<file path="config.mk">
export PLATFORM = sky130hd
export DESIGN_NAME = ex_wb_arbiter
export DESIGN_NICKNAME = d
export VERILOG_FILES = /design/src/rtl/ex_wb_arbiter.sv
export SDC_FILE = /design/constraint.sdc
export NUM_CORES = 1
export LEC_CHECK = 0
export CELL_PAD_IN_SITES_DETAIL_PLACEMENT = 1
export CELL_PAD_IN_SITES_GLOBAL_PLACEMENT = 1
export CORE_MARGIN = 5
export CORE_UTILIZATION = 30
export CTS_CLUSTER_SIZE = 20
export DETAILED_ROUTE_END_ITERATION = 16
export GPL_ROUTABILITY_DRIVEN = 0
export PLACE_DENSITY_LB_ADDON = 0.1
export SLEW_MARGIN = 40
export SYNTH_ARGS = -nofsm -noshare
export SYNTH_HDL_FRONTEND = slang
export SYNTH_SLANG_ARGS = --single-unit
</file>
<file path="constraint.sdc">
create_clock -name clk -period 3.55 [get_ports clk]
set_input_delay 0.8875 -clock clk [delete_from_list [all_inputs] [get_ports clk]]
set_output_delay 0.8875 -clock clk [all_outputs]
set_load 0.005 [all_outputs]
</file>
<file path="src/rtl/ex_wb_arbiter.sv">
// Write-back arbiter: merges ALU and LSU results onto the single register-file
// write port, with an ALU result FIFO, bounded starvation and forwarding lookup.
module ex_wb_arbiter #(
  parameter int XLEN       = 32,
  parameter int FIFO_DEPTH = 4,
  parameter int STARVE_MAX = 3
) (
  input  logic                          clk,
  input  logic                          rst,
  input  logic                          alu_valid,
  output logic                          alu_ready,
  input  logic [4:0]                    alu_rd,
  input  logic [XLEN-1:0]               alu_data,
  input  logic                          lsu_valid,
  output logic                          lsu_ready,
  input  logic [4:0]                    lsu_rd,
  input  logic [XLEN-1:0]               lsu_data,
  output logic                          wb_en,
  output logic [4:0]                    wb_rd,
  output logic [XLEN-1:0]               wb_data,
  input  logic [4:0]                    fwd_rs1,
  input  logic [4:0]                    fwd_rs2,
  output logic                          fwd_rs1_hit,
  output logic [XLEN-1:0]               fwd_rs1_data,
  output logic                          fwd_rs2_hit,
  output logic [XLEN-1:0]               fwd_rs2_data,
  output logic [$clog2(FIFO_DEPTH):0]   pend_count
);

  localparam int AW = $clog2(FIFO_DEPTH);
  localparam int CW = AW + 1;
  localparam int SW = $clog2(STARVE_MAX + 1);

  logic [4:0]      fifo_rd   [FIFO_DEPTH];
  logic [XLEN-1:0] fifo_data [FIFO_DEPTH];
  logic [AW-1:0]   wr_ptr, rd_ptr;
  logic [CW-1:0]   count;
  logic [SW-1:0]   starve_cnt;

  logic            full, empty, alu_acc, alu_src, alu_force;
  logic            lsu_win, alu_win, push, pop;
  logic [4:0]      src_rd;
  logic [XLEN-1:0] src_data;

  // Handshake: a result transfers on a cycle where valid and ready are both
  // high; ready never depends on a same-cycle pop.
  always_comb begin
    full      = (count == CW'(FIFO_DEPTH));
    empty     = (count == '0);
    alu_ready = !full;
    alu_acc   = alu_valid && !full && (alu_rd != 5'd0);
    alu_src   = !empty || alu_acc;
    alu_force = (starve_cnt == SW'(STARVE_MAX)) && alu_src;
    lsu_ready = !alu_force;
    lsu_win   = lsu_valid && !alu_force;
    alu_win   = alu_src && !lsu_win;
    pop       = alu_win && !empty;
    // An empty FIFO lets a winning ALU result fall straight through.
    push      = alu_acc && !(alu_win && empty);
    src_rd    = empty ? alu_rd   : fifo_rd[rd_ptr];
    src_data  = empty ? alu_data : fifo_data[rd_ptr];
    pend_count = count;
  end

  always_ff @(posedge clk or posedge rst) begin
    if (rst) begin
      wb_en      <= 1'b0;
      wb_rd      <= 5'd0;
      wb_data    <= '0;
      wr_ptr     <= '0;
      rd_ptr     <= '0;
      count      <= '0;
      starve_cnt <= '0;
    end else begin
      if (lsu_win) begin
        wb_en   <= (lsu_rd != 5'd0);
        wb_rd   <= lsu_rd;
        wb_data <= lsu_data;
      end else if (alu_win) begin
        wb_en   <= 1'b1;
        wb_rd   <= src_rd;
        wb_data <= src_data;
      end else begin
        wb_en   <= 1'b0;
      end
      if (push) wr_ptr <= wr_ptr + AW'(1);
      if (pop)  rd_ptr <= rd_ptr + AW'(1);
      case ({push, pop})
        2'b10:   count <= count + CW'(1);
        2'b01:   count <= count - CW'(1);
        default: count <= count;
      endcase
      if (alu_src && lsu_win)
        starve_cnt <= (starve_cnt == SW'(STARVE_MAX)) ? starve_cnt : starve_cnt + SW'(1);
      else
        starve_cnt <= '0;
    end
  end

  always_ff @(posedge clk) begin
    if (push) begin
      fifo_rd[wr_ptr]   <= alu_rd;
      fifo_data[wr_ptr] <= alu_data;
    end
  end

  // Lowest priority first (wb register, then oldest entry) so the newest match
  // is the last to overwrite.
  function automatic logic [XLEN:0] lookup(input logic [4:0] rs);
    logic [XLEN:0] r;
    logic [AW-1:0] idx;
    r = '0;
    if (rs != 5'd0) begin
      if (wb_en && wb_rd == rs) r = {1'b1, wb_data};
      for (int i = 0; i < FIFO_DEPTH; i++) begin
        idx = rd_ptr + AW'(i);
        if (CW'(i) < count && fifo_rd[idx] == rs) r = {1'b1, fifo_data[idx]};
      end
    end
    return r;
  endfunction

  always_comb begin
    {fwd_rs1_hit, fwd_rs1_data} = lookup(fwd_rs1);
    {fwd_rs2_hit, fwd_rs2_data} = lookup(fwd_rs2);
  end

endmodule

</file>
==> results of run 1 <==
## worst max-delay path, cell delays in order (launching register included)
cell	delay, ps
dfrtp_4	500
buf_12	150
buf_6	110
mux4_2	460
xor2_2	180
nor4_4	280
buf_4	180
a21oi_4	90
buf_12	160
buf_12	150
a221oi_4	330
o31ai_4	120
buf_2	150
## per-stage QoR
step                      area, µm²  power [W]  utilization, %  cells  hold slack, ps
after global routing          22200     0.0208            45.5   2511             483
after floorplan               14700    0.00999               -   1437             419
final                         22200     0.0198            45.5   2512             455
after global placement        19300     0.0156            39.7   2389             442
after CTS                     21400     0.0191            43.9   2493             461
after detailed placement      19400     0.0157            39.7   2389             439
## Yosys cell counts (all sizes together) (4+ instances only)
library cell / instances
o311ai: 4
ha: 10
xor2: 21
o21a: 29
a21oi: 102
nor2b: 28
o32ai: 28
or2: 7
edfxtp: 148
and3: 5
nor4: 4
buf: 57
o21ai: 15
o31ai: 28
nand4: 35
inv: 10
xnor2: 35
nor3: 8
o211ai: 28
or3: 5
mux2i: 104
a32oi: 28
and2: 12
clkbuf: 100
nand3: 71
o2bb2ai: 4
o22ai: 63
a211oi: 34
a221oi: 28
nor2: 176
a31oi: 4
nand2: 50
mux2: 9
mux4: 79
dfrtp: 47
o221ai: 4
## registers in the layout, summed over array words and instances (netlist names)
register,count
rd_ptr,2
starve_cnt,2
fifo_rd,20
pend_count,3
wb_data,32
wb_rd,5
wb_en,1
fifo_data,128
wr_ptr,2
## timing repair
action	CTS	global route
buffers inserted	67	23
setup endpoints to repair	67	66
cloned	12	0
pin swaps	116	81
gates resized for setup	448	134
## placed cells by master (no fill, tap or decap), types with 32 or more instances in the layout
cell	instances
buf_4	200
nor2_1	168
edfxtp_1	148
clkdlybuf4s50_1	127
mux2i_1	104
a21oi_1	88
mux4_2	79
buf_12	70
nand3_1	67
buf_2	62
buf_6	52
nand2_1	48
dfrtp_1	45
o22ai_1	37
nand4_1	35
a211oi_1	32
## power breakdown
part | internal, W | leakage [nW] | switching [W] | total [W]
sequential | 0.00307 | 1.88 | 0.000606 | 0.00368
clock | 0.000936 | 0.257 | 0.000959 | 0.00190
combinational | 0.00681 | 5.99 | 0.00746 | 0.0143
## how the worst max path moves through the flow
stage | start | to | slack (ps) | cells past startpoint
floorplan | fwd_rs2[1] | fwd_rs2_data[29] | 60 | 8
global placement | fwd_rs2[0] | fwd_rs2_data[1] | -1090 | 10
detailed placement | fwd_rs2[0] | fwd_rs2_data[13] | -1120 | 11
CTS | rd_ptr[0] | fwd_rs2_data[20] | -810 | 12
global route | rd_ptr[0] | fwd_rs1_data[21] | -820 | 12
finish | rd_ptr[0] | fwd_rs2_data[20] | -710 | 12
## routing by layer
metal  track usage [%]  part of all wire, %  vias to the layer above  wire (µm)
li1                  -                    -                     6473          -
met1              32.7                   43                     7639      29600
met2              43.1                   50                      470      34700
met3              4.61                  5.2                       80       3650
met4              8.14                  2.3                        0       1640
met5                 0                    0                        -          0
## logic make-up after synthesis
kind of cell / count (synthesis) / share of synthesized area [%]
AO/OA/AOI/OAI: 412 / 19.6
AND/OR/NAND/NOR: 405 / 13.1
flip-flops: 195 / 38.2
multiplexers: 192 / 20.0
buffers and inverters: 167 / 5.00
XOR/XNOR: 56 / 3.34
adder cells (fa/ha/maj): 10 / 0.851
## cell type report
class                   instances  area (µm²)
fillers                      5236       26600
multi-input cells            1075        9590
flip-flops and latches        195        5630
repair buffers                535        5530
well taps                     664         831
clock buffers                  22         464
clock inverters                10        76.3
inverters                      10        40.0
diodes                          1        2.50
==> results.py, run 1 <==
metrics = {
    "drt": {
        "first_iter_violations": 993,
        "wire_per_inst_um": 27.7,
        "vias": 14700,
        "antenna_left": 0,
        "vias_per_cell": 5.84,
        "wl_um": 69600,
        "dr.pass1.iters": 5,
        "drc_errors": 0,
    },
    "cts": {
        "hold_buffers": 0,
        "cts_tree": "built",
        "cts_sinks": 195,
        "cts_buffers": 17,
        "htree_levels": 4,
        "cts_max_path_buffers": 2,
        "insertion_delay_ps": 500,
        "clk_pin_slew_ps": 70,
        "clock-root-buffer": "clkbuf_16",
    },
    "die": {
        "die_y_um": 231,
        "start_util_pct": 30.2,
        "num_io_pins": 197,
        "num_rows": 81,
        "die_width_um": 231,
        "die-area_mm2": 0.0535,
        "coreArea_mm2": 0.0487,
    },
    "synth": {
        "synthesis.area_mm2": 0.0147,
        "yosysTopAreaCell": "edfxtp_1",
        "synth_cells": 1437,
        "synth_ff_type": "edfxtp_1",
        "synth_top_cell_area_share_pct": 30.2,
        "avgSynthCellArea_um2": 10.2,
        "yosys_register_bits": 195,
        "synth-edff-count": 148,
        "ys_seq_area_share_pct": 38.2,
        "async_flop_share_pct": 24.1,
        "synth.area.top_cells": "edfxtp_1 30%, mux4_2 12%, dfrtp_1 8.0%",
        "yosys_warnings": 0,
        "synth_nets": 1535,
        "yosysUniqueCellTypes": 67,
    },
    "critical_path": {
        "cp_data_required_time_ps": 2660,
        "end_kind": "primary output",
        "critPathKind": "flop to primary output",
        "startpoint_type": "flop",
        "r2r_slack_ps": 810,
        "rr_worst_depth": 11,
        "cp.arrival_ps": 3380,
        "crit_fanout": 7,
        "worstReg2RegEnd": "wb_data[31]",
        "r2r_start": "rd_ptr[0]",
    },
    "timing": {
        "tightest_slew_ps": 709,
        "drv_slew": 0,
        "period_needed_ps": 4260,
        "skew_ps": 9.53,
        "finalHoldViolations": 0,
        "fin_setup_tns_ps": -40940,
        "fmax_mhz": 235,
        "relSlewSlack_pct": 52.7,
        "rsz0062_at_grt": "true",
        "post-route-period-util_pct": 120,
        "finalSetupViolCount": 66,
        "timing.final.ws_setup_ps": -714,
    },
    "worst_hold_path": {
        "whs_endpoint": "starve_cnt[0]",
        "hold_class": "flop to flop",
        "min-delay-start": "starve_cnt[0]",
        "hold_depth": 1,
    },
    "global_route": {
        "grt_pass1_vias": 15400,
        "antenna_found_initial": 1,
        "overflow": 0,
        "grt_max_degree": 111,
        "grt_usage_pct": 25.3,
        "grt_pass1_wl_um": 101000,
    },
    "pwr": {
        "p_leak_nw": 8.13,
        "ir_drop_mv": 0.550,
        "power_density_mw_per_mm2": 895,
    },
    "cells_and_area": {
        "drive_above_1_share_pct": 38.3,
        "finalNetCount": 1932,
        "area_delta_synth_final_pct": 50.8,
    },
    "place": {
        "hpwlAfterDp_um": 45600,
        "io_buffers": 196,
        "pre_cts_ws_ps": -1120,
    },
    "outcome": {
        "status": "finished, violations left",
        "violations": "setup timing",
    },
    "job": {
        "max-cap-violations": 0,
    },
}
Note: power is estimated with default switching activity, not from simulation.
==> inputs of run 2 (changes only) <==
--- a/config.mk
+++ b/config.mk
@@ -13,6 +13,7 @@
 export DETAILED_ROUTE_END_ITERATION = 16
 export GPL_ROUTABILITY_DRIVEN = 0
 export PLACE_DENSITY_LB_ADDON = 0.1
+export REMOVE_ABC_BUFFERS = 1
 export SLEW_MARGIN = 40
 export SYNTH_ARGS = -nofsm -noshare
 export SYNTH_HDL_FRONTEND = slang
==> run 2 against run 1 <==
Net effect:
- the run still ends with setup timing left
- cell count shrank 1.2%
- clock power grew 2%
- flip-flop and latch count is the same
- sequential share of layout area up 0.54 points
- core utilization is 0.95 points lower
- combinational power down 6%
- register-to-register slack worse by 260 ps
- worst setup slack worse by 62 ps
- clock skew up 11 ps
- maximum frequency down 1.4%
==> results.py, run 2 (synthesis gave the netlist of run 1 again) <==
metrics = {
    "global_route": {
        "antenna_found_initial": 1,
        "grt_pass1_vias": 15300,
        "overflow": 0,
        "grt_pass1_wl_um": 102000,
        "grt_usage_pct": 25.5,
        "grt_max_degree": 131,
    },
    "pwr": {
        "power_density_mw_per_mm2": 879,
        "total_power_w": 0.0191,
        "ir_drop_mv": 0.678,
        "p_leak_nw": 8.01,
    },
    "cts": {
        "htree_levels": 4,
        "clock-root-buffer": "clkbuf_16",
        "cts_tree": "built",
        "clk_pin_slew_ps": 80,
        "cts_sinks": 195,
        "insertion_delay_ps": 480,
        "cts_buffers": 17,
        "cts_max_path_buffers": 2,
    },
    "critical_path": {
        "worstReg2RegEnd": "wb_data[31]",
        "path_cells": "buf_6 > buf_6 > mux4_2 > xnor2_2 > nand4_1 > nor3_4 > or3_4 > buf_12 > buf_12 > buf_6 > o211ai_1 > buf_2",
        "end_kind": "primary output",
        "rr_worst_depth": 11,
        "crit_path_frequent_cell": "buf_6",
        "startpoint_type": "flop",
        "slowest_delay_ps": 550,
        "critPathSlowestCell": "dfrtp_4",
        "cp_data_required_time_ps": 2660,
        "crit_fanout": 7,
        "r2r_slack_ps": 550,
        "critPathKind": "flop to primary output",
        "cp.arrival_ps": 3440,
        "r2r_start": "rd_ptr[0]",
    },
    "place": {
        "dp.cells": 2362,
        "io_buffers": 196,
        "pre_cts_ws_ps": -1230,
        "hpwlAfterDp_um": 45800,
    },
    "cells_and_area": {
        "top_regs": "fifo_data x128, wb_data x32, fifo_rd x20",
        "post-route-util_pct": 44.5,
        "stdcell_count": 2482,
        "max_flop_register": "fifo_data",
        "antenna_cells": 0,
        "drive_above_1_share_pct": 34.6,
        "largest_reg_flops": 128,
        "final_common_cell": "buf_4",
        "layout_common_cells": "181 x buf_4, 172 x nor2_1, 148 x edfxtp_1",
        "finalNetCount": 1903,
        "area_delta_synth_final_pct": 47.7,
    },
    "drt": {
        "first_iter_violations": 1382,
        "dr.pass1.iters": 6,
        "vias": 14700,
        "antenna_left": 0,
        "drc_errors": 0,
        "vias_per_cell": 5.93,
        "wire_per_inst_um": 28.2,
        "wl_um": 69900,
    },
    "timing": {
        "period_needed_ps": 4330,
        "finalSetupViolCount": 66,
        "timing.final.ws_setup_ps": -776,
        "relSlewSlack_pct": 43.4,
        "finalHoldViolations": 0,
        "drv_slew": 0,
        "post-route-period-util_pct": 122,
        "rsz0062_at_grt": "true",
        "fin_setup_tns_ps": -41390,
        "tightest_slew_ps": 849,
        "skew_ps": 20.9,
        "fmax_mhz": 231,
    },
    "die": {
        "die-area_mm2": 0.0535,
        "die_width_um": 231,
        "num_rows": 81,
        "die_y_um": 231,
        "coreArea_mm2": 0.0487,
        "start_util_pct": 30.2,
        "num_io_pins": 197,
    },
    "worst_hold_path": {
        "min-delay-start": "starve_cnt[0]",
        "hold_class": "flop to flop",
        "hold_depth": 1,
        "whs_endpoint": "starve_cnt[0]",
    },
    "job": {
        "max-cap-violations": 0,
    },
    "outcome": {
        "status": "finished, violations left",
        "violations": "setup timing",
    },
}
[run 2: cell types whose count changed in the layout (fill, tap and decap cells not counted), moves of 5 or more]
cell,change
a32oi_2,+12
a221oi_2,-6
a21oi_2,-9
o32ai_2,-15
o22ai_1,+25
o22ai_2,-22
a21oi_1,+12
o31ai_1,-5
buf_6,-7
a32oi_1,-16
buf_4,-19
o32ai_1,+15
[run 2: how the worst max path moves through the flow]
stage | to | cells past startpoint | slack [ps] | startpoint
floorplan | fwd_rs1_data[0] | 6 | -6780 | rd_ptr[1]
global placement | fwd_rs2_data[24] | 11 | -1090 | fwd_rs2[0]
detailed placement | fwd_rs2_data[24] | 11 | -1230 | fwd_rs2[0]
CTS | fwd_rs2_data[12] | 14 | -780 | rd_ptr[0]
global route | fwd_rs1_data[24] | 12 | -830 | rd_ptr[0]
finish | fwd_rs1_data[24] | 12 | -780 | rd_ptr[0]
[run 2: cell type report]
type,instances,area [µm²]
Fill cell,5284,27000
Multi-Input combinational cell,1075,9360
Sequential cell,195,5630
Timing Repair Buffer,506,5300
Tap cell,664,831
Clock buffer,22,474
Clock inverter,10,75.1
Inverter,10,40.0
[run 2: what timing repair did]
action	CTS	global route
endpoints found under the setup margin	67	66
cloned	10	0
setup buffers	81	15
pin swaps	100	42
hold buffers	0	0
resized for setup	437	72
[run 2: worst max-delay path: cells and delay by family, from the launching register on]
family	cells	cell delay, ps
muxes	1	500
and+or+nand+nor	3	640
buffers and inverters	6	830
DFF	1	550
AOI/OAI and AO/OA	1	280
xor gates and xnor gates	1	160
[run 2: per-stage QoR]
| stage | hold WS (ps) | area [µm²] |
|---|---|---|
| CTS | 455 | 21300 |
| global placement | 434 | 19200 |
| detailed placement | 444 | 19200 |
| global route | 467 | 21700 |
| finish | 449 | 21700 |
| floorplan | 419 | 14000 |
[run 2: power by group]
part	internal, W	switching [W]
sequential	0.00307	0.000622
clock	0.000959	0.000984
combinational	0.00639	0.00705
[run 2: layer usage]
layer  wire length, µm  up-vias  global-route usage, %  part of all wire, %
met5                 8        -                      0                0.011
li1                  -     6395                      -                    -
met1             31000     7638                   35.3                   44
met4              1770        2                   7.43                  2.5
met2             32800      562                   41.1                   47
met3              4350      110                   4.54                  6.2
